### config.mk
export PLATFORM = sky130hd
export DESIGN_NAME = rng_share_array_ext
export DESIGN_NICKNAME = d
export VERILOG_FILES = /design/src/rtl/rng_share_array_ext.sv
export SDC_FILE = /design/constraint.sdc
export NUM_CORES = 1
export LEC_CHECK = 0
export ABC_AREA = 1
export CORE_AREA = 2 2 103 105
export CTS_CLUSTER_DIAMETER = 120
export DETAILED_ROUTE_END_ITERATION = 10
export DIE_AREA = 0 0 105 107
export GPL_ROUTABILITY_DRIVEN = 0
export MAX_ROUTING_LAYER = met4
export PLACE_DENSITY = 0.73
export REMOVE_ABC_BUFFERS = 1
export SYNTH_ARGS = -nofsm -noshare
export SYNTH_HDL_FRONTEND = slang
export SYNTH_SLANG_ARGS = --single-unit
### constraint.sdc
create_clock -name clk -period 1.4 [get_ports clk]
set_input_delay 0.28 -clock clk [delete_from_list [all_inputs] [get_ports clk]]
set_output_delay 0.28 -clock clk [all_outputs]
set_load 0.005 [all_outputs]
### src/rtl/rng_share_array_ext.sv
// Shared random-number source: one RWID-bit sequence (bit-reversed or linear) feeds
// TDIM registered buffers with per-buffer stride, each fanned out to SDIM consumers.
module rng_share_array_ext #(
    parameter  int RWID   = 8,
    parameter  int BDIM   = 4,
    parameter  int SDIM   = 8,
    parameter  int STRIDE = 0,
    localparam int TDIM   = (BDIM < 1) ? 1 : BDIM
) (
    input  logic            clk,
    input  logic            rst_n,
    input  logic            enable,
    input  logic            clear,
    input  logic            seqMode,
    output logic [RWID-1:0] rngSeq [TDIM*SDIM],
    output logic            rngValid,
    output logic            periodDone
);

    logic [RWID-1:0] cnt_q, cnt_d;
    logic [RWID-1:0] rev, base;
    logic [RWID-1:0] buf_q [TDIM];
    logic            valid_q, done_q;

    // NOTE: give every always_comb output a default first so no path can infer a latch.
    always_comb begin
        cnt_d = cnt_q;
        if (clear)       cnt_d = '0;
        else if (enable) cnt_d = cnt_q + 1'b1;
    end

    always_comb begin
        rev = '0;
        for (int k = 0; k < RWID; k++) rev[k] = cnt_q[RWID-1-k];
        base = seqMode ? cnt_q : rev;
    end

    // NOTE: sequential state uses non-blocking assignments so all registers update together.
    always_ff @(posedge clk or negedge rst_n) begin
        if (!rst_n) begin
            cnt_q   <= '0;
            valid_q <= 1'b0;
            done_q  <= 1'b0;
            // NOTE: the buffer array is reset because consumers must read zeros during reset.
            for (int i = 0; i < TDIM; i++) buf_q[i] <= '0;
        end else begin
            cnt_q   <= cnt_d;
            valid_q <= enable & ~clear;
            done_q  <= enable & ~clear & (cnt_q == '1);
            // Stride offset is a constant per buffer, truncated to RWID bits.
            for (int i = 0; i < TDIM; i++) buf_q[i] <= base + RWID'(i * STRIDE);
        end
    end

    for (genvar i = 0; i < TDIM; i++) begin : g_buf
        for (genvar j = 0; j < SDIM; j++) begin : g_fan
            assign rngSeq[i*SDIM+j] = buf_q[i];
        end
    end

    assign rngValid   = valid_q;
    assign periodDone = done_q;

endmodule
==> qor.csv <==
metric,value,unit
clock_power_share,25.6,%
fin_tns_setup,-2.436,ns
slowest_delay,0.43,ns
cp_cell_sequence,"buf_4, buf_6, dlygate4sd2_1",
fp-row-count,37,
hpwl,4.972,mm
min_period,1.518,ns
clock_latency,0.26,ns
arrival,1.24,ns
switchingPower,0.5024,mW
fmax,658.8,MHz
wire_per_inst,15.29,um
max_slew_margin,82.29,%
finalInstanceArea,3443,um2
report.final.slew_viol_count,0,
dieArea,11240,um2
drt_iter0_drc,101,
track_usage,10.91,%
worstPathRequired,1.12,ns
end_kind,primary output,
cts_made_buffers,3,
syn_inst,333,
synth_seq_cells,18,
ant_nets,0,
drv_cap,0,
peakVddDrop,0.1919,mV
violations,setup timing,
syn-cell-area,2630,um2
setup_ws,-0.1180,ns
critPathMaxFanout,11,
die_y,107,um
ys_types,16,
floorplan.initialDensity,26.06,%
core,10090,um2
pre_cts_slack,-0.003009,ns
viasPerCell,3.542,
finalSetupViolations,46,
seqCellArea,459.2,um2
finalClockSkew,0.003025,ns
critical_path_class,reg2out,
swShare,29.64,%
power_density,492.2,nW/um2
die_w,105,um
nets,417,
ios,263,
clock_sinks,18,
timing.hold.ws,0.3559,ns
grt_pass1_vias,1593,
crit_path_start_kind,flop,
drc,0,
leakage,2.239,nW
syn_to_final_growth,30.92,%
grt_setup_unrepaired,yes,
yosysWarnings,0,
period_share,108.4,%
p_seq_share,32.8,%
synth.yosys.seq_area_share,17.13,%
ctsRootBufferMaster,clkbuf_8,
drive_above_1_share,71.46,%
grt_pass1_wl,9.742,mm
multi_input_area,275.3,um2
comb_power_share,41.6,%
cts_hold_buf,0,
drt_first_pass_iters,4,
cts_tree,built,
crit_slowest_cell,dfrtp_2,
status,"complete, but fails checks",
hold_class,in2async,
hold_viol,0,
fillCellCount,1125,
clk_pin_slew_worst_paths,0.07,ns
gr-total-overflow,0,
placed_area,3761,um2
power.internal,1.192,mW
htree_levels,1,
clock_tree.buffer_depth,2,
syn_area_per_cell,7.898,um2
port_buffers,262,
antenna_found_initial,0,
num_antenna_cells,0,
drt-total-wl,8.349,mm
grt_max_degree,33,
worst_slew_pin_slew,0.2657,ns
vias,1934,
==> through the flow <==
step | utilization (%) | power [mW] | cells
finish | 34.12 | 1.695 | 546
global route | 34.12 | 1.782 | 546
CTS | 35.25 | 1.672 | 515
detailed placement | 37.27 | 1.340 | 496
global placement | 37.27 | 1.324 | 496
floorplan | - | 0.6815 | 84
==> cell type report <==
| type | count | area share (%) |
|---|---|---|
| clock buffer | 4 | 1.599 |
| inverter | 10 | 1.090 |
| sequential | 18 | 13.34 |
| tap | 136 | 4.942 |
| multi-input combinational | 56 | 7.994 |
| timing repair buffer | 322 | 71.04 |
==> worst max-delay path: cells and delay by family (launching register included) <==
kind                   cells  cell delay [ns]
flip-flops                 1             0.43
buffers and inverters      3             0.55
==> worst paths after layout <==
check,cells past startpoint,start,slack [ns],end
max,3,rngSeq[71],-0.12,rngSeq[223]
min,2,rst_n,0.36,periodDone
max reg2reg,8,cnt_q[1],0.26,cnt_q[4]
min reg2reg,2,cnt_q[3],0.54,rngSeq[67]
max in group asynchronous,2,rst_n,0.82,rngSeq[69]
min in group clk,2,cnt_q[3],0.54,rngSeq[67]
==> per-layer routing <==
metal  vias to the layer above  wire length [um]  global-route usage (%)
li1                        930                 -                       -
met5                         -                 0                       -
met4                         0               125                   2.762
met3                        11               501                   2.918
met1                       905              3299                   12.17
met2                        88              4422                   19.39
==> cells by family (layout without fill, tap and decap cells) <==
logic type                 after synthesis  in the layout  synth area share, %
DFF                                     18             18                17.13
adders and majority gates                1              1               0.4757
buffers and inverters                  259            336                72.41
AOI/OAI and AO/OA                       15             15                2.854
and+or+nand+nor                         40             40                7.136
==> flip-flops by register name, summed over array words and instances, names as in the netlist <==
register and cells:
rngSeq 8, cnt_q 8, rngValid 1, periodDone 1
==> power groups by stage <==
stage,Clock [mW],Sequential (mW),Combinational [mW]
6_report,0.434,0.556,0.705
5_1_grt,0.470,0.558,0.754
4_1_cts,0.441,0.547,0.684
3_5_place_dp,0,0.557,0.783
3_3_place_gp,0,0.558,0.766
2_1_floorplan,0,0.657,0.0244
==> placed cells by master (no fill, tap or decap), types with 2 or more instances in the layout <==
cell type and instances:
dlygate4sd2_1 18, clkbuf_2 141, inv_1 10, nand2_1 24, buf_16 4, buf_4 24, nor2_1 7, nand2_2 2
clkbuf_8 4, buf_12 9, o21ai_0 9, clkdlybuf4s15_1 12, clkbuf_16 8, a21oi_1 6, dfrtp_1 11, nor2_4 2
dlymetal6s2s_1 11, buf_6 23, dfrtp_2 7, buf_2 66, clkdlybuf4s50_1 5
==> what timing repair did <==
action | in CTS | in global routing
buffers inserted | 9 | 20
resized for setup | 508 | 304
endpoints found under the setup margin | 256 | 142
hold endpoints to repair | 0 | 0
cloned | 6 | 13
==> cell usage after synthesis, drive strengths merged <==
| master | count | area share, % |
|---|---|---|
| a21oi | 6 | 1.1 |
| buf | 249 | 71 |
| dfrtp | 18 | 17 |
| ha | 1 | 0.48 |
| inv | 10 | 1.4 |
| nand2 | 26 | 3.9 |
| nand3 | 2 | 0.57 |
| nand4 | 1 | 0.24 |
| nor2 | 9 | 1.9 |
| nor3 | 2 | 0.57 |
| o21ai | 9 | 1.7 |
(Power assumes the default switching activity.)
